--- src/rtl/msgmii_pkg.sv ---
// ============================================================================
// Package : msgmii_pkg
// Brief   : Speed and state encodings for the SGMII receive rate controller.
// Rev     : 1.0
// ============================================================================
`default_nettype none

package msgmii_pkg;

  localparam logic [1:0] SPD_10   = 2'b00;
  localparam logic [1:0] SPD_100  = 2'b01;
  localparam logic [1:0] SPD_1000 = 2'b10;

  typedef enum logic [1:0] {
    ST_IDLE  = 2'd0,
    ST_PEND  = 2'd1,
    ST_DRAIN = 2'd2
  } state_t;

  // The reserved code 11 behaves as gigabit.
  function automatic logic [1:0] map_speed(input logic [1:0] cfg);
    return (cfg == 2'b11) ? SPD_1000 : cfg;
  endfunction

endpackage

`default_nettype wire

--- src/rtl/msgmii_rx_rate_ctrl_if.sv ---
// ============================================================================
// Interface : msgmii_rx_rate_ctrl_if
// Brief     : PCS-side GMII input, converter-side output and status bundle.
// Rev       : 1.0
// ============================================================================
`default_nettype none

interface msgmii_rx_rate_ctrl_if #(
  parameter int CNT_W = 16
) ();

  logic [1:0]       speed_cfg;
  logic             speed_upd;
  logic [7:0]       rxd_in;
  logic             rx_dv_in;
  logic             rx_er_in;
  logic [1:0]       conv_speed;
  logic             conv_clr;
  logic [7:0]       rxd_out;
  logic             rx_dv_out;
  logic             rx_er_out;
  logic             smp_vld;
  logic             chg_busy;
  logic             align_err;
  logic [CNT_W-1:0] frm_cnt;
  logic [CNT_W-1:0] err_cnt;

  modport slave (
    input  speed_cfg, speed_upd, rxd_in, rx_dv_in, rx_er_in,
    output conv_speed, conv_clr, rxd_out, rx_dv_out, rx_er_out,
           smp_vld, chg_busy, align_err, frm_cnt, err_cnt
  );

  modport master (
    output speed_cfg, speed_upd, rxd_in, rx_dv_in, rx_er_in,
    input  conv_speed, conv_clr, rxd_out, rx_dv_out, rx_er_out,
           smp_vld, chg_busy, align_err, frm_cnt, err_cnt
  );

endinterface

`default_nettype wire

--- src/rtl/msgmii_rx_decim.sv ---
// ============================================================================
// Module : msgmii_rx_decim
// Brief  : Frame-aligned phase counter, mid-symbol sampler and alignment check.
// Rev    : 1.0
// ============================================================================
`default_nettype none

module msgmii_rx_decim #(
  parameter bit ERR_EN = 1'b1
) (
  input  wire        clk,
  input  wire        rst_n,
  input  wire  [7:0] i_rep,
  input  wire        i_hold,
  input  wire  [7:0] i_rxd,
  input  wire        i_dv,
  input  wire        i_er,
  output logic [7:0] o_rxd,
  output logic       o_dv,
  output logic       o_er,
  output logic       o_smp,
  output logic       o_align_err
);

  logic       r_dv_d;
  logic [7:0] r_phase;
  logic       r_drop;
  logic [7:0] r_rxd;
  logic       r_dv;
  logic       r_er;
  logic       r_smp;
  logic       w_rise;
  logic       w_samp;
  logic [7:0] w_ph;

  // The rising-edge cycle is phase 0 even though the counter still holds the old value.
  assign w_rise = i_dv & ~r_dv_d;
  assign w_ph   = w_rise ? 8'd0 : r_phase;
  assign w_samp = ~i_hold & ~r_drop & (w_ph == {1'b0, i_rep[7:1]});

  always_ff @(posedge clk or negedge rst_n) begin
    if (!rst_n) begin
      r_dv_d  <= 1'b0;
      r_phase <= 8'd0;
      r_drop  <= 1'b0;
      r_rxd   <= 8'd0;
      r_dv    <= 1'b0;
      r_er    <= 1'b0;
      r_smp   <= 1'b0;
    end else begin
      r_dv_d <= i_dv;
      if (i_hold || (i_rep == 8'd1))
        r_phase <= 8'd0;
      else if (w_rise)
        r_phase <= 8'd1;
      else if (r_phase >= i_rep - 8'd1)
        r_phase <= 8'd0;
      else
        r_phase <= r_phase + 8'd1;
      // A frame that starts while held has no valid phase reference; drop it whole.
      if (i_hold)
        r_drop <= i_dv;
      else if (!i_dv)
        r_drop <= 1'b0;
      r_smp <= w_samp;
      if (i_hold) begin
        r_dv <= 1'b0;
        r_er <= 1'b0;
      end else if (w_samp) begin
        r_rxd <= i_rxd;
        r_dv  <= i_dv;
        r_er  <= i_er;
      end
    end
  end

  assign o_rxd = r_rxd;
  assign o_dv  = r_dv & ~i_hold;
  assign o_er  = r_er & ~i_hold;
  assign o_smp = r_smp & ~i_hold;

  generate
    if (ERR_EN) begin : g_align
      logic r_align;
      always_ff @(posedge clk or negedge rst_n) begin
        if (!rst_n)
          r_align <= 1'b0;
        else
          r_align <= ~i_dv & r_dv_d & (r_phase != 8'd0) & (i_rep != 8'd1)
                     & ~i_hold & ~r_drop;
      end
      assign o_align_err = r_align;
    end else begin : g_no_align
      assign o_align_err = 1'b0;
    end
  endgenerate

endmodule

`default_nettype wire

--- src/rtl/msgmii_rx_rate_ctrl.sv ---
// ============================================================================
// Module : msgmii_rx_rate_ctrl
// Brief  : SGMII RX decimation with frame-safe speed switching; stats via
//          MSGMII_RX_RATE_STATS_EN.
// Rev    : 1.0
// ============================================================================
`default_nettype none

module msgmii_rx_rate_ctrl
  import msgmii_pkg::*;
#(
  parameter int REP10     = 100,
  parameter int REP100    = 10,
  parameter int DRAIN_CYC = 4,
  parameter int IDLE_MIN  = 12,
  parameter int CNT_W     = 16
) (
  input  wire                   clk,
  input  wire                   rst_n,
  msgmii_rx_rate_ctrl_if.slave  bus
);

  localparam logic [7:0] c_IDLE_MIN   = 8'(IDLE_MIN);
  localparam logic [3:0] c_DRAIN_LAST = 4'(DRAIN_CYC - 1);
`ifdef MSGMII_RX_RATE_STATS_EN
  localparam bit c_STATS_EN = 1'b1;
`else
  localparam bit c_STATS_EN = 1'b0;
`endif

  state_t     r_state, w_state_nxt;
  logic [1:0] r_req;
  logic [1:0] r_conv_speed, w_speed_nxt;
  logic       r_conv_clr, w_clr_nxt;
  logic [7:0] r_idle_cnt, w_idle_nxt;
  logic [3:0] r_drain_cnt, w_drain_nxt;
  logic [7:0] w_rep;
  logic       w_hold;
  logic       w_align_err;

  always_ff @(posedge clk or negedge rst_n) begin
    if (!rst_n)
      r_req <= SPD_1000;
    else if (bus.speed_upd)
      r_req <= map_speed(bus.speed_cfg);
  end

  always_ff @(posedge clk or negedge rst_n) begin
    if (!rst_n) begin
      r_state      <= ST_IDLE;
      r_conv_speed <= SPD_1000;
      r_conv_clr   <= 1'b0;
      r_idle_cnt   <= 8'd0;
      r_drain_cnt  <= 4'd0;
    end else begin
      r_state      <= w_state_nxt;
      r_conv_speed <= w_speed_nxt;
      r_conv_clr   <= w_clr_nxt;
      r_idle_cnt   <= w_idle_nxt;
      r_drain_cnt  <= w_drain_nxt;
    end
  end

  always_comb begin
    w_state_nxt = r_state;
    w_speed_nxt = r_conv_speed;
    w_clr_nxt   = 1'b0;
    w_idle_nxt  = r_idle_cnt;
    w_drain_nxt = r_drain_cnt;
    case (r_state)
      ST_IDLE: begin
        w_idle_nxt  = 8'd0;
        w_drain_nxt = 4'd0;
        if (r_req != r_conv_speed)
          w_state_nxt = ST_PEND;
      end
      ST_PEND: begin
        if (r_req == r_conv_speed) begin
          w_state_nxt = ST_IDLE;
        end else if (bus.rx_dv_in) begin
          w_idle_nxt = 8'd0;
        end else if (r_idle_cnt + 8'd1 == c_IDLE_MIN) begin
          w_speed_nxt = r_req;
          w_clr_nxt   = 1'b1;
          w_idle_nxt  = 8'd0;
          w_drain_nxt = 4'd0;
          w_state_nxt = ST_DRAIN;
        end else begin
          w_idle_nxt = r_idle_cnt + 8'd1;
        end
      end
      ST_DRAIN: begin
        if (r_drain_cnt == c_DRAIN_LAST) begin
          w_drain_nxt = 4'd0;
          w_state_nxt = (r_req != r_conv_speed) ? ST_PEND : ST_IDLE;
        end else begin
          w_drain_nxt = r_drain_cnt + 4'd1;
        end
      end
      default: w_state_nxt = ST_IDLE;
    endcase
  end

  assign w_hold = (r_state == ST_DRAIN);

  always_comb begin
    case (r_conv_speed)
      SPD_10:  w_rep = 8'(REP10);
      SPD_100: w_rep = 8'(REP100);
      default: w_rep = 8'd1;
    endcase
  end

  msgmii_rx_decim #(
    .ERR_EN (c_STATS_EN)
  ) u_decim (
    .clk         (clk),
    .rst_n       (rst_n),
    .i_rep       (w_rep),
    .i_hold      (w_hold),
    .i_rxd       (bus.rxd_in),
    .i_dv        (bus.rx_dv_in),
    .i_er        (bus.rx_er_in),
    .o_rxd       (bus.rxd_out),
    .o_dv        (bus.rx_dv_out),
    .o_er        (bus.rx_er_out),
    .o_smp       (bus.smp_vld),
    .o_align_err (w_align_err)
  );

  assign bus.conv_speed = r_conv_speed;
  assign bus.conv_clr   = r_conv_clr;
  assign bus.chg_busy   = (r_state != ST_IDLE);
  assign bus.align_err  = w_align_err;

`ifdef MSGMII_RX_RATE_STATS_EN
  logic             r_frm_dv_d;
  logic [CNT_W-1:0] r_frm_cnt;
  logic [CNT_W-1:0] r_err_cnt;

  always_ff @(posedge clk or negedge rst_n) begin
    if (!rst_n) begin
      r_frm_dv_d <= 1'b0;
      r_frm_cnt  <= '0;
      r_err_cnt  <= '0;
    end else begin
      r_frm_dv_d <= bus.rx_dv_in;
      if (bus.rx_dv_in && !r_frm_dv_d && !(&r_frm_cnt))
        r_frm_cnt <= r_frm_cnt + 1'b1;
      if (w_align_err && !(&r_err_cnt))
        r_err_cnt <= r_err_cnt + 1'b1;
    end
  end

  assign bus.frm_cnt = r_frm_cnt;
  assign bus.err_cnt = r_err_cnt;
`else
  assign bus.frm_cnt = {CNT_W{1'b0}};
  assign bus.err_cnt = {CNT_W{1'b0}};
`endif

endmodule

`default_nettype wire

--- src/flat_wrapper.sv ---
// flat-port wrapper written by rule: the top's interface ports become plain ports
module msgmii_rx_rate_ctrl_flat import msgmii_pkg::*;
#(
  parameter int REP10     = 100,
  parameter int REP100    = 10,
  parameter int DRAIN_CYC = 4,
  parameter int IDLE_MIN  = 12,
  parameter int CNT_W     = 16
)
  (clk, rst_n, bus_speed_cfg, bus_speed_upd, bus_rxd_in, bus_rx_dv_in, bus_rx_er_in, bus_conv_speed, bus_conv_clr, bus_rxd_out, bus_rx_dv_out, bus_rx_er_out, bus_smp_vld, bus_chg_busy, bus_align_err, bus_frm_cnt, bus_err_cnt);
  msgmii_rx_rate_ctrl_if #(.CNT_W(CNT_W)) bus_i ();
  input  wire clk;
  input  wire rst_n;
  input wire logic [$bits(bus_i.speed_cfg)-1:0] bus_speed_cfg;
  input wire logic [$bits(bus_i.speed_upd)-1:0] bus_speed_upd;
  input wire logic [$bits(bus_i.rxd_in)-1:0] bus_rxd_in;
  input wire logic [$bits(bus_i.rx_dv_in)-1:0] bus_rx_dv_in;
  input wire logic [$bits(bus_i.rx_er_in)-1:0] bus_rx_er_in;
  output wire logic [$bits(bus_i.conv_speed)-1:0] bus_conv_speed;
  output wire logic [$bits(bus_i.conv_clr)-1:0] bus_conv_clr;
  output wire logic [$bits(bus_i.rxd_out)-1:0] bus_rxd_out;
  output wire logic [$bits(bus_i.rx_dv_out)-1:0] bus_rx_dv_out;
  output wire logic [$bits(bus_i.rx_er_out)-1:0] bus_rx_er_out;
  output wire logic [$bits(bus_i.smp_vld)-1:0] bus_smp_vld;
  output wire logic [$bits(bus_i.chg_busy)-1:0] bus_chg_busy;
  output wire logic [$bits(bus_i.align_err)-1:0] bus_align_err;
  output wire logic [$bits(bus_i.frm_cnt)-1:0] bus_frm_cnt;
  output wire logic [$bits(bus_i.err_cnt)-1:0] bus_err_cnt;
  assign bus_i.speed_cfg = bus_speed_cfg;
  assign bus_i.speed_upd = bus_speed_upd;
  assign bus_i.rxd_in = bus_rxd_in;
  assign bus_i.rx_dv_in = bus_rx_dv_in;
  assign bus_i.rx_er_in = bus_rx_er_in;
  assign bus_conv_speed = bus_i.conv_speed;
  assign bus_conv_clr = bus_i.conv_clr;
  assign bus_rxd_out = bus_i.rxd_out;
  assign bus_rx_dv_out = bus_i.rx_dv_out;
  assign bus_rx_er_out = bus_i.rx_er_out;
  assign bus_smp_vld = bus_i.smp_vld;
  assign bus_chg_busy = bus_i.chg_busy;
  assign bus_align_err = bus_i.align_err;
  assign bus_frm_cnt = bus_i.frm_cnt;
  assign bus_err_cnt = bus_i.err_cnt;
  msgmii_rx_rate_ctrl #(.REP10(REP10), .REP100(REP100), .DRAIN_CYC(DRAIN_CYC), .IDLE_MIN(IDLE_MIN), .CNT_W(CNT_W)) u_core (.clk(clk), .rst_n(rst_n), .bus(bus_i));
endmodule
--- config.mk ---
export PLATFORM = sky130hd
export DESIGN_NAME = msgmii_rx_rate_ctrl_flat
export DESIGN_NICKNAME = d
export VERILOG_FILES = /design/src/rtl/msgmii_pkg.sv /design/src/rtl/msgmii_rx_rate_ctrl_if.sv /design/src/rtl/msgmii_rx_decim.sv /design/src/rtl/msgmii_rx_rate_ctrl.sv /design/src/flat_wrapper.sv
export SDC_FILE = /design/constraint.sdc
export NUM_CORES = 1
export LEC_CHECK = 0
export CAP_MARGIN = 0
export CORE_MARGIN = 2
export CORE_UTILIZATION = 28
export CTS_CLUSTER_DIAMETER = 150
export DETAILED_ROUTE_END_ITERATION = 8
export DONT_BUFFER_PORTS = 1
export HOLD_SLACK_MARGIN = 0.05
export PLACE_DENSITY = 0.39
export SYNTH_ARGS = -nofsm -noshare
export SYNTH_HDL_FRONTEND = slang
export SYNTH_HIERARCHICAL = 1
export SYNTH_SLANG_ARGS = --single-unit
--- constraint.sdc ---
create_clock -name clk -period 6.4 [get_ports clk]
set_input_delay 0.96 -clock clk [delete_from_list [all_inputs] [get_ports clk]]
set_output_delay 0.96 -clock clk [all_outputs]
set_load 0.1 [all_outputs]
# ---- Word level (Yosys, flattened, before mapping)
# Cells that the tools add are included.
# Widths: inputs -> output; s select.
dict set report totals {
  reg_bits 40
  in_bits 15
  output_inout_bits 48
  wordCells 91
}
dict set report classes {
  addsub 4
  magnitude_cmp 1
  eq_ne 18
  muxes 32
  bitwise 11
  n_reduce_logical 12
}
# operator count
set op_table {}
lappend op_table {{$mux 8} 7}
lappend op_table {{$add 8x1->8 const B} 2}
lappend op_table {{$mux 4} 4}
lappend op_table {{$pmux 8 s2} 1}
lappend op_table {{$pmux 7 s2} 1}
lappend op_table {{$mux 2} 6}
lappend op_table {{$pmux 4 s3} 1}
lappend op_table {{$reduce_and 4->1} 3}
lappend op_table {{$mux 1} 11}
lappend op_table {{$eq 8x1->1 const B} 1}
lappend op_table {{$eq 8x4->1 const B} 1}
lappend op_table {{$eq 8x7->1} 1}
lappend op_table {{$ge 8x8->1} 1}
lappend op_table {{$ne 2x1->1 const B} 4}
lappend op_table {{$sub 8x1->8 const B} 1}
lappend op_table {{$and 1x1->1} 6}
lappend op_table {{$pmux 2 s3} 1}
lappend op_table {{$reduce_bool 2->1} 3}
lappend op_table {{$not 1->1} 5}
lappend op_table {{$add 4x1->4 const B} 1}
lappend op_table {{$eq 2x1->1 const B} 2}
lappend op_table {{$eq 2x2->1 const B} 2}
lappend op_table {{$eq 4x2->1 const B} 1}
lappend op_table {{$logic_not 2->1} 2}
lappend op_table {{other kinds (8)} 10}

# ---- Logic depth before layout (Yosys ltp)
# Gate-level depths: netlist of the first run.
dict set report logic_depth {
  ltp_word 7
  depth_mapped 11
}

# ---- Modules after synthesis
# The synthesis of the first run kept the hierarchy.
# module instances cells_per_inst area_per_inst_um2 seq_area_each_um2
set modules_own_cells {}
lappend modules_own_cells {msgmii_rx_decim 1 133 1370.1 525.5}
lappend modules_own_cells {msgmii_rx_rate_ctrl 1 125 1197.4 478.0}

# ---- Worst setup path after synthesis of the first run
# No wires, ideal clock.
dict set report synth_timing {
  path_type {register to register}
  from {reg u_core.r_conv_speed[0], in the netlist u_core/bus.conv_speed[0]}
  to {reg u_core.u_decim.r_phase[0]}
  setup_time_ns 0.147
  arrival_time_ns 3.021
  path_slack_ns 3.232
  path_stages_with_launch 11
  path_buffers 1
  period_less_slack_ns 3.168
  cell_sequence {dfrtp_1 nor2_1 clkbuf_1 nor4_1 nor2b_1 nand2_1 xnor2_1 ha_1 nand4_1 o21ai_1 o22ai_1}
}
dict set report synth_via {
  elab_chain_len 7
  word_cells_on_any_way 10
  cone_classes {add/sub: 1; order compare: 1; eq/ne: 2; mux: 4; reduce/logical: 2}
}
# item line_no
set synth_lines {}
lappend synth_lines {{start: declaration} msgmii_rx_rate_ctrl.sv:33} ;# logic [1:0] r_conv_speed, w_speed_nxt;
lappend synth_lines {{start signal: assignment} msgmii_rx_rate_ctrl.sv:57} ;# r_conv_speed <= w_speed_nxt;
lappend synth_lines {{$eq 2x1->1 or $logic_not 2->1 (tied branches)} msgmii_rx_rate_ctrl.sv:107} ;# case (r_conv_speed)
lappend synth_lines {{$pmux 7 s2 *} msgmii_rx_rate_ctrl.sv:107}
lappend synth_lines {{named net u_core.w_rep[2]} msgmii_rx_rate_ctrl.sv:37} ;# logic [7:0] w_rep;
lappend synth_lines {{$sub 8x1->8} msgmii_rx_decim.sv:56} ;# else if (r_phase >= i_rep - 8'd1)
lappend synth_lines {{$ge 8x8->1} msgmii_rx_decim.sv:56}
lappend synth_lines {{$mux 8} msgmii_rx_decim.sv:56}
lappend synth_lines {{$mux 8} msgmii_rx_decim.sv:54} ;# else if (w_rise)
lappend synth_lines {{$mux 8 *} msgmii_rx_decim.sv:52} ;# if (i_hold || (i_rep == 8'd1))
lappend synth_lines {{end signal: assignment} msgmii_rx_decim.sv:59} ;# r_phase <= r_phase + 8'd1;
lappend synth_lines {{end: declaration} msgmii_rx_decim.sv:26} ;# logic [7:0] r_phase;
# Mark *: on every way through the listed nets, which the timed path passes. The rest lies on a longest branch.
# A chain may end at the register's enable or synchronous reset.

# ---- Worst setup path after layout of the first run
# Ends and elaborated chain as after synthesis.

==> results of run 1 <==
==> layout make-up <==
class                           count  area, um2
Clock inverter                      3      18.77
Fill cell                         922       6142
Sequential cell                    40       1003
Inverter                           12      45.04
Clock buffer                        5      68.82
Tap cell                          108      135.1
Multi-Input combinational cell    206       1393
==> Yosys cell counts (2+ instances only) <==
master / number
buf_4: 33
ha_1: 13
xor2_1: 6
mux2_2: 3
o21a_1: 4
clkbuf_1: 4
a22o_1: 4
dfstp_2: 2
nor2b_1: 7
nand4_1: 7
nand2b_1: 4
buf_2: 2
and2_1: 2
nand3b_1: 3
mux2i_1: 3
conb_1: 2
nand3_1: 8
a21oi_1: 10
and3_1: 3
mux2_4: 9
o21ai_0: 7
nand2_1: 12
or2_2: 3
xnor2_1: 12
dfrtp_1: 38
inv_1: 12
or3_1: 3
nor2_1: 10
a31oi_1: 2
nor3_1: 8
a21o_1: 4
a211o_1: 2
o22ai_1: 2
==> registers in the layout, summed over array words and instances (netlist names), 2 cells and up <==
name / count
u_core/u_decim/o_rxd: 8
u_core/r_state: 2
u_core/r_idle_cnt: 8
u_core/r_req: 2
u_core/r_drain_cnt: 4
u_core/u_decim/r_phase: 8
u_core/bus.conv_speed: 2
==> report_power, final <==
| part | internal (mW) | leakage (nW) | switching, mW |
|---|---|---|---|
| sequential | 0.267 | 0.538 | 0.0272 |
| combinational | 0.0405 | 0.707 | 0.129 |
| clock | 0.0761 | 0.0479 | 0.0930 |
==> logic make-up after synthesis <==
group           share of synthesized area [%]
other cells                            0.2925
fa+ha+maj                               6.335
mux                                     8.187
simple gates                            15.40
compound gates                          11.75
flops                                   39.08
buf+inv                                 12.82
xor+xnor                                6.140
==> layer usage <==
layer / wire length (um) / share of wire, % / vias to the layer above
met2: 2201 / 45 / 39
met4: 50 / 1.0 / 0
met5: 0 / 0 / -
met3: 196 / 4.0 / 5
met1: 2442 / 50 / 754
li1: - / - / 834
==> path summary, 6_finish.rpt <==
path | to | startpoint | cells after the start
worst min-delay path | u_core/r_idle_cnt[0]$_DFFE_PN0P_ | rst_n | 0
max in group asynchronous | u_core/bus.conv_speed[1]$_DFFE_PN1P_ | rst_n | 0
worst max register to register | u_core/u_decim/r_phase[0]$_DFF_PN0_ | u_core/bus.conv_speed[0]$_DFFE_PN0P_ | 9
min in group clk | u_core/u_decim/r_drop$_DFFE_PN0N_ | u_core/u_decim/r_drop$_DFFE_PN0N_ | 1
worst min register to register | u_core/u_decim/r_drop$_DFFE_PN0N_ | u_core/u_decim/r_drop$_DFFE_PN0N_ | 1
worst max-delay path | u_core/u_decim/r_phase[0]$_DFF_PN0_ | u_core/bus.conv_speed[0]$_DFFE_PN0P_ | 9
==> cell usage in the layout, fill, tap and decap left out, drive strengths merged, types with 3 or more instances in the layout <==
cell    Yosys  routed
clkbuf      4       5
xnor2      12      12
nand2b      4       4
o21ai       8       8
or3         3       3
nand2      12      12
inv        12      12
nand3b      3       3
clkinv      0       3
nand3       8       8
nor3        8       8
a21o        4       4
nor2b       7       7
o21a        4       4
mux2       13      13
and3        3       3
a22o        4       4
dfrtp      38      38
nor2       10      10
a21oi      10      10
or2         3       3
mux2i       3       3
nand4       7       7
ha         13      13
conb        2      42
xor2        6       6
==> stage by stage <==
step	std cells	utilization, %	worst slack (ns)
3_5_place_dp	366	29.26	2.659
5_1_grt	374	30.25	2.389
2_1_floorplan	298	-	3.232
3_3_place_gp	366	29.26	2.728
4_1_cts	374	30.25	2.647
6_report	374	30.25	2.704
==> out/results.ini, run 1 <==
[status]
status = completed

[clocking]
cts_buffers = 5
cts_sinks = 40
htree_levels = 2
clk_latency_ns = 0.30
clk_pin_slew_ns = 0.09
holdBufCountCts = 0
cts_tree = yes
post-cts-setup-buffer-count = 0
ctsResizeCount = 0
cts_root_buffer = clkbuf_8
clk_path_buf_depth = 2

[yosys]
postSynth.asyncResetShare_pct = 100.0
synthCells = 258
ys_seq_area_share_pct = 39.08
synth_seq_cells = 40
avgSynthCellArea_um2 = 9.951
yosysTopAreaCell = dfrtp_1
syn_area_um2 = 2567
synth-edff-count = 0
synthFlopType = dfrtp_1
synth_top_area_share_pct = 37.04
synthTopCellsByArea = dfrtp_1 (37%), buf_4 (9.6%), ha_1 (6.3%)
synth.distinct_cells = 47
ys_warn_count = 6

[place]
dp_hpwl_mm = 3.539
io_buffer_count = 0
placed_cell_area_um2 = 2576
gp_congestion = 0.7479

[floorplanning]
pin_count = 63
core_um2 = 8806
rows = 34
dieArea_um2 = 9951
die_w_um = 99.76
die_h_um = 99.76
start_util_pct = 29.16

[grt]
grt_start_max_net_pins = 41
use_met3_pct = 2.600
grt_util_met1_pct = 15.03
grt_pass1_vias = 1606
grt-busiest-layer = met2
overflow = 0
track_usage_pct = 10.73
grt_pass1_wl_mm = 8.431
antenna_found_initial = 0
use_met2_pct = 16.58

[drt]
vias = 1632
drc = 0
viasPerCell = 4.364
post_drt_wl_per_cell_um = 13.07
drtAntennaViolNets = 0
drt-pass1-iter-count = 7
drt-initial-drc-count = 86
routed_wirelength_mm = 4.890

[critical_path]
cp_slowest_stage_delay_ns = 1.00
path_delay_family = simple AND/OR/NAND/NOR gates
cp_num_buf_inv = 0
crit_type = reg2reg
rrSetupSlack_ns = 2.70
required_ns = 6.55
path_cells = nor2_1 -> nor4_1 -> nor2b_1 -> nand2_1 -> xnor2_1 -> ha_1 -> nand4_1 -> o21ai_1 -> o22ai_1
worstSetupEndpointType = flip-flop
cp_slowest_cell = dfrtp_1
worstPathMaxFanout = 17
worstSetupStartpointType = flip-flop
cp.arrival_ns = 3.85

[hold_path]
hp-class = in2async

[layout]
layout-drive-gt1-share_pct = 11.65
area_growth_pct = 3.752
final_nets = 293
stdcell_area_um2 = 2664
diodes = 0

[sta]
tightest_slew_ns = 1.179
fin_crit_ns = 3.696
hold_viol = 0
hold_ws_ns = 0.3505
rsz0062_at_grt = no
min_period_over_period_pct = 57.75
drv_slew = 0
max_freq_mhz = 270.6
slew_headroom_pct = 21.12
fin_skew_ns = 0.01206
final.setup.tns_ns = 0
finalSetupViolations = 0

[pwr]
leakage_nw = 1.293
ir_drop_mv = 0.08992
powerDensity_nw_per_um2 = 237.3
power.total_uw = 632.1

[run]
drv_cap = 0

No activity file was read; power rests on OpenSTA's default activity.
==> run 2: changes to the inputs <==
==> constraint.sdc (replaced) <==
create_clock -name clk -period 3.7 [get_ports clk]
set_input_delay 0.555 -clock clk [delete_from_list [all_inputs] [get_ports clk]]
set_output_delay 0.555 -clock clk [all_outputs]
set_load 0.1 [all_outputs]
==> out/results.ini, run 2 (same netlist as run 1, synthesis figures left out) <==
[pwr]
switching_share_pct = 36.15  ; was 39.38%
leakage_nw = 1.340  ; was 1.293 nW
share_comb_of_total_power_pct = 25.1  ; was 26.8%
switchingPower_uw = 436.8  ; was 249.0 uW
power_frac_seq_pct = 41.9  ; was 46.5%
p_int_uw = 771.4  ; was 383.2 uW
ir_drop_mv = 0.2154  ; was 0.08992 mV
p_clk_share_pct = 32.9  ; was 26.8%
powerDensity_nw_per_um2 = 438.9  ; was 237.3 nW/um2

[clocking]
cts_root_buffer = clkbuf_8  ; unchanged
clk_latency_ns = 0.29  ; was 0.30 ns
cts_buffers = 5  ; unchanged
ctsResizeCount = 0  ; unchanged
clk_path_buf_depth = 2  ; unchanged
htree_levels = 2  ; unchanged
post-cts-setup-buffer-count = 0  ; unchanged
holdBufCountCts = 1  ; was 0
cts_sinks = 40  ; unchanged
cts_tree = yes  ; unchanged
clk_pin_slew_ns = 0.08  ; was 0.09 ns

[floorplanning]
rows = 34  ; unchanged
start_util_pct = 29.16  ; unchanged
core_um2 = 8806  ; unchanged
die_h_um = 99.76  ; unchanged
pin_count = 63  ; unchanged
dieArea_um2 = 9951  ; unchanged
die_w_um = 99.76  ; unchanged

[sta]
finalSetupViolations = 0  ; unchanged
min_period_over_period_pct = 82.65  ; was 57.75%
tightest_slew_ns = 1.152  ; was 1.179 ns
final.setup.tns_ns = 0  ; unchanged
drv_slew = 0  ; unchanged
max_freq_mhz = 327.0  ; was 270.6 MHz
rsz0062_at_grt = no  ; unchanged
fin_crit_ns = 3.058  ; was 3.696 ns
hold_viol = 0  ; unchanged
fin_skew_ns = 0.006198  ; was 0.01206 ns
slew_headroom_pct = 22.91  ; was 21.12%

[drt]
drc = 0  ; unchanged
drt-pass1-iter-count = 4  ; was 7
viasPerCell = 4.488  ; was 4.364
drtAntennaViolNets = 0  ; unchanged
vias = 1701  ; was 1,632
post_drt_wl_per_cell_um = 13.48  ; was 13.07 um
drt-initial-drc-count = 56  ; was 86
routed_wirelength_mm = 5.109  ; was 4.890 mm

[layout]
final_cell_mix = conb_1 (42), dfrtp_1 (38), ha_1 (13)  ; unchanged
diodes = 0  ; unchanged
stdcell_area_um2 = 2753  ; was 2664 um2
layout-drive-gt1-share_pct = 13.28  ; was 11.65%
area_growth_pct = 7.212  ; was 3.752%
final_nets = 298  ; was 293
final_util_pct = 31.26  ; was 30.25%
final_common_cell = conb_1  ; unchanged

[grt]
grt_pass1_vias = 1638  ; was 1,606
grt_pass1_wl_mm = 8.569  ; was 8.431 mm
track_usage_pct = 10.81  ; was 10.73%
overflow = 0  ; unchanged
antenna_found_initial = 0  ; unchanged
grt_start_max_net_pins = 39  ; was 41

[place]
io_buffer_count = 0  ; unchanged
placed_cell_area_um2 = 2606  ; was 2576 um2
gp_congestion = 0.7007  ; was 0.7479
dp_hpwl_mm = 3.649  ; was 3.539 mm

[critical_path]
required_ns = 3.90  ; was 6.55 ns
worstSetupEndpointType = flip-flop  ; unchanged
crit_type = reg2reg  ; unchanged
worstSetupStartpointType = flip-flop  ; unchanged
cp.arrival_ns = 3.26  ; was 3.85 ns
worstPathMaxFanout = 17  ; unchanged

[run]
drv_cap = 0  ; unchanged

[hold_path]
hp-class = in2async  ; unchanged

[status]
status = completed  ; unchanged

-- run 2: critical path, cell delays in order, from the launching register on --
cell and delay, ns:
dfstp_2 0.41, nor2_1 0.89, nor2_1 0.14, nand3b_1 0.15, xor2_1 0.16, ha_1 0.26
a21o_1 0.16, a21o_1 0.16, a21oi_1 0.14, o21ai_1 0.22, nor3_1 0.27
-- run 2: layout make-up --
cell class                 count  area, um2
tap                          108      135.1
fill                         895       6053
inverter                      12      45.04
timing repair buffer           5      50.05
multi-input combinational    206       1393
clock inverter                 1      30.03
sequential                    40       1003
clock buffer                   7      96.34
-- run 2: worst paths after layout --
kind	start	to	slack, ns	cells past startpoint
hold / removal	rst_n	u_core/r_req[1]$_DFFE_PN1P_	0.10	0
setup / recovery	u_core/bus.conv_speed[1]$_DFFE_PN1P_	u_core/u_decim/r_phase[7]$_DFF_PN0_	0.64	10
max in group asynchronous	rst_n	u_core/u_decim/r_phase[1]$_DFF_PN0_	3.41	1
setup reg to reg	u_core/bus.conv_speed[1]$_DFFE_PN1P_	u_core/u_decim/r_phase[7]$_DFF_PN0_	0.64	10
min in group clk	bus_rx_dv_in	u_core/u_decim/r_dv_d$_DFF_PN0_	0.29	0
hold reg to reg	u_core/u_decim/r_drop$_DFFE_PN0N_	u_core/u_decim/r_drop$_DFFE_PN0N_	0.49	1
-- run 2: power by group through the flow --
stage	Combinational, mW	Clock (mW)	Sequential (mW)
finish	0.304	0.398	0.507
global route	0.332	0.435	0.514
CTS	0.305	0.417	0.509
detailed placement	0.292	0	0.518
global placement	0.293	0	0.518
floorplan	0.307	0	0.496
-- run 2: per-stage QoR --
stage | hold slack [ns] | power, mW | setup slack (ns) | instances
3_3_place_gp | 0.2604 | 0.8115 | 0.6043 | 370
6_report | 0.1000 | 1.208 | 0.6418 | 379
4_1_cts | 0.08585 | 1.231 | 0.6281 | 379
5_1_grt | 0.07999 | 1.282 | 0.3339 | 379
2_1_floorplan | 0.2594 | 0.8023 | 0.5320 | 298
3_5_place_dp | 0.2608 | 0.8100 | 0.6469 | 370
-- run 2: layer usage --
metal  track usage [%]  vias up  share of wire, %
li1                  -      848                 -
met2             17.31       41                46
met5                 0        -                 0
met4             2.845        0              0.63
met3             2.389        3               3.5
met1             14.81      809                50
==> run 3: changes to the inputs <==
==> constraint.sdc (replaced) <==
create_clock -name clk -period 2.9 [get_ports clk]
set_input_delay 0.435 -clock clk [delete_from_list [all_inputs] [get_ports clk]]
set_output_delay 0.435 -clock clk [all_outputs]
set_load 0.1 [all_outputs]
==> out/results.ini, run 3 (same netlist as run 1, synthesis figures left out) <==
[status]
status = completed  ; unchanged

[drt]
viasPerCell = 4.421  ; was 4.488
drt-initial-drc-count = 35  ; was 56
routed_wirelength_mm = 4.867  ; was 5.109 mm
drtAntennaViolNets = 0  ; unchanged
drt-pass1-iter-count = 4  ; unchanged
post_drt_wl_per_cell_um = 12.58  ; was 13.48 um
vias = 1711  ; was 1,701
drc = 0  ; unchanged

[sta]
fin_crit_ns = 2.572  ; was 3.058 ns
hold_viol = 0  ; unchanged
drv_slew = 0  ; unchanged
rsz0062_at_grt = no  ; unchanged
max_freq_mhz = 388.8  ; was 327.0 MHz
finalSetupViolations = 0  ; unchanged
final.setup.tns_ns = 0  ; unchanged
fin_skew_ns = 0.005182  ; was 0.006198 ns
hold_ws_ns = 0.1659  ; was 0.1000 ns
tightest_slew_ns = 0.9063  ; was 1.152 ns
slew_headroom_pct = 39.58  ; was 22.91%
min_period_over_period_pct = 88.69  ; was 82.65%

[clocking]
clk_path_buf_depth = 2  ; unchanged
cts_tree = yes  ; unchanged
htree_levels = 2  ; unchanged
post-cts-setup-buffer-count = 0  ; unchanged
clk_pin_slew_ns = 0.08  ; about the same
cts_buffers = 5  ; unchanged
cts_sinks = 40  ; unchanged
holdBufCountCts = 2  ; was 1
ctsResizeCount = 0  ; unchanged
cts_root_buffer = clkbuf_8  ; unchanged
clk_latency_ns = 0.29  ; about the same

[floorplanning]
die_h_um = 99.76  ; unchanged
rows = 34  ; unchanged
die_w_um = 99.76  ; unchanged
pin_count = 63  ; unchanged
start_util_pct = 29.16  ; unchanged
dieArea_um2 = 9951  ; unchanged
core_um2 = 8806  ; unchanged

[place]
io_buffer_count = 0  ; unchanged
placed_cell_area_um2 = 2664  ; was 2606 um2
gp_congestion = 0.7235  ; was 0.7007
dp_hpwl_mm = 3.601  ; was 3.649 mm

[hold_path]
hp-class = in2reg  ; was in2async

[layout]
fill_cells = 922  ; was 895
layout-drive-gt1-share_pct = 15.41  ; was 13.28%
final_cell_mix = conb_1 (42), dfrtp_1 (37), ha_1 (13)  ; was conb_1 (42), dfrtp_1 (38), ha_1 (13)
final_common_cell = conb_1  ; unchanged
stdcell_area_um2 = 2801  ; was 2753 um2
area_growth_pct = 9.113  ; was 7.212%
multi_input_area_um2 = 1393  ; unchanged
seqCellArea_um2 = 1008  ; was 1003 um2
final_nets = 306  ; was 298
diodes = 0  ; unchanged

[grt]
track_usage_pct = 10.80  ; was 10.81%
antenna_found_initial = 0  ; unchanged
overflow = 0  ; unchanged
grt_start_max_net_pins = 41  ; was 39
grt_pass1_wl_mm = 8.597  ; was 8.569 mm
grt_pass1_vias = 1687  ; was 1,638

[critical_path]
crit_type = reg2reg  ; unchanged
cpMostUsedCell = ha_1
path_cells = nor2b_1 -> inv_1 -> ha_1 -> nand2_1 -> xor2_1 -> ha_1 -> a21o_1 -> a21oi_1 -> o21ai_1 -> buf_4 -> nor3_1  ; was nor2_1 -> nor2_1 -> nand3b_1 -> xor2_1 -> ha_1 -> a21o_1 -> a21o_1 -> a21oi_1 -> o21ai_1 -> nor3_1
worstSetupStartpointType = flip-flop  ; unchanged
required_ns = 3.10  ; was 3.90 ns
cp_slowest_cell = dfstp_4  ; was nor2_1
worstSetupEndpointType = flip-flop  ; unchanged
worstPathMaxFanout = 8  ; was 17
cp_slowest_stage_delay_ns = 0.49  ; was 0.89 ns
cp.arrival_ns = 2.77  ; was 3.26 ns

[pwr]
share_comb_of_total_power_pct = 26.2  ; was 25.1%
leakage_nw = 1.371  ; was 1.340 nW
p_int_uw = 938.6  ; was 771.4 uW
power_frac_seq_pct = 43.5  ; was 41.9%
powerDensity_nw_per_um2 = 532.1  ; was 438.9 nW/um2
ir_drop_mv = 0.1900  ; was 0.2154 mV
switchingPower_uw = 552.0  ; was 436.8 uW
switching_share_pct = 37.03  ; was 36.15%
p_clk_share_pct = 30.3  ; was 32.9%

[run]
drv_cap = 0  ; unchanged

[run 3: final cells by class]
type | count | share of cell area [%]
Multi-Input combinational cell | 206 | 49.71
Inverter | 12 | 1.608
Tap cell | 108 | 4.824
Sequential cell | 40 | 36.00
Clock buffer | 6 | 2.590
Clock inverter | 2 | 1.251
Timing Repair Buffer | 13 | 4.020
[run 3: critical path: cells and delay by family, from the launching register on]
family          cells  cell delay, ns
compound gates      3            0.35
xor+xnor            1            0.16
fa+ha+maj           2            0.51
buf+inv             2            0.31
flops               1            0.49
simple gates        3            0.66
[run 3: power groups by stage]
stage | Clock [mW] | Sequential (mW) | Combinational, mW
floorplan | 0 | 0.632 | 0.391
global placement | 0 | 0.662 | 0.374
detailed placement | 0 | 0.659 | 0.376
CTS | 0.474 | 0.649 | 0.394
global route | 0.493 | 0.657 | 0.433
finish | 0.451 | 0.649 | 0.391
[run 3: metrics by stage]
step	setup WS, ns	std cells	utilization [%]	power, mW
floorplan	0.01904	298	-	1.024
global placement	0.3141	377	30.25	1.036
detailed placement	0.3124	377	30.25	1.036
CTS	0.2962	387	31.81	1.518
global route	0.08095	387	31.81	1.583
finish	0.3281	387	31.81	1.491
[run 3: path summary, 6_finish.rpt]
check                                                      from                                  end  slack [ns]  cells past startpoint
hold / removal                                     bus_rx_dv_in      u_core/u_decim/r_dv_d$_DFF_PN0_        0.17                      0
hold reg to reg               u_core/u_decim/r_drop$_DFFE_PN0N_    u_core/u_decim/r_drop$_DFFE_PN0N_        0.49                      1
setup reg to reg           u_core/bus.conv_speed[1]$_DFFE_PN1P_  u_core/u_decim/r_phase[7]$_DFF_PN0_        0.33                     11
min in group asynchronous                                 rst_n     u_core/r_idle_cnt[1]$_DFFE_PN0P_        0.61                      2
max in group asynchronous                                 rst_n          u_core/r_req[1]$_DFFE_PN1P_        2.03                      2
setup / recovery           u_core/bus.conv_speed[1]$_DFFE_PN1P_  u_core/u_decim/r_phase[7]$_DFF_PN0_        0.33                     11
[run 3: metal layers]
metal	track usage, %	vias to the layer above	wire length (um)
met1	14.72	805	2341
met4	2.845	0	53
met3	2.741	5	207
met2	17.10	40	2265
li1	-	861	-
met5	0	-	0
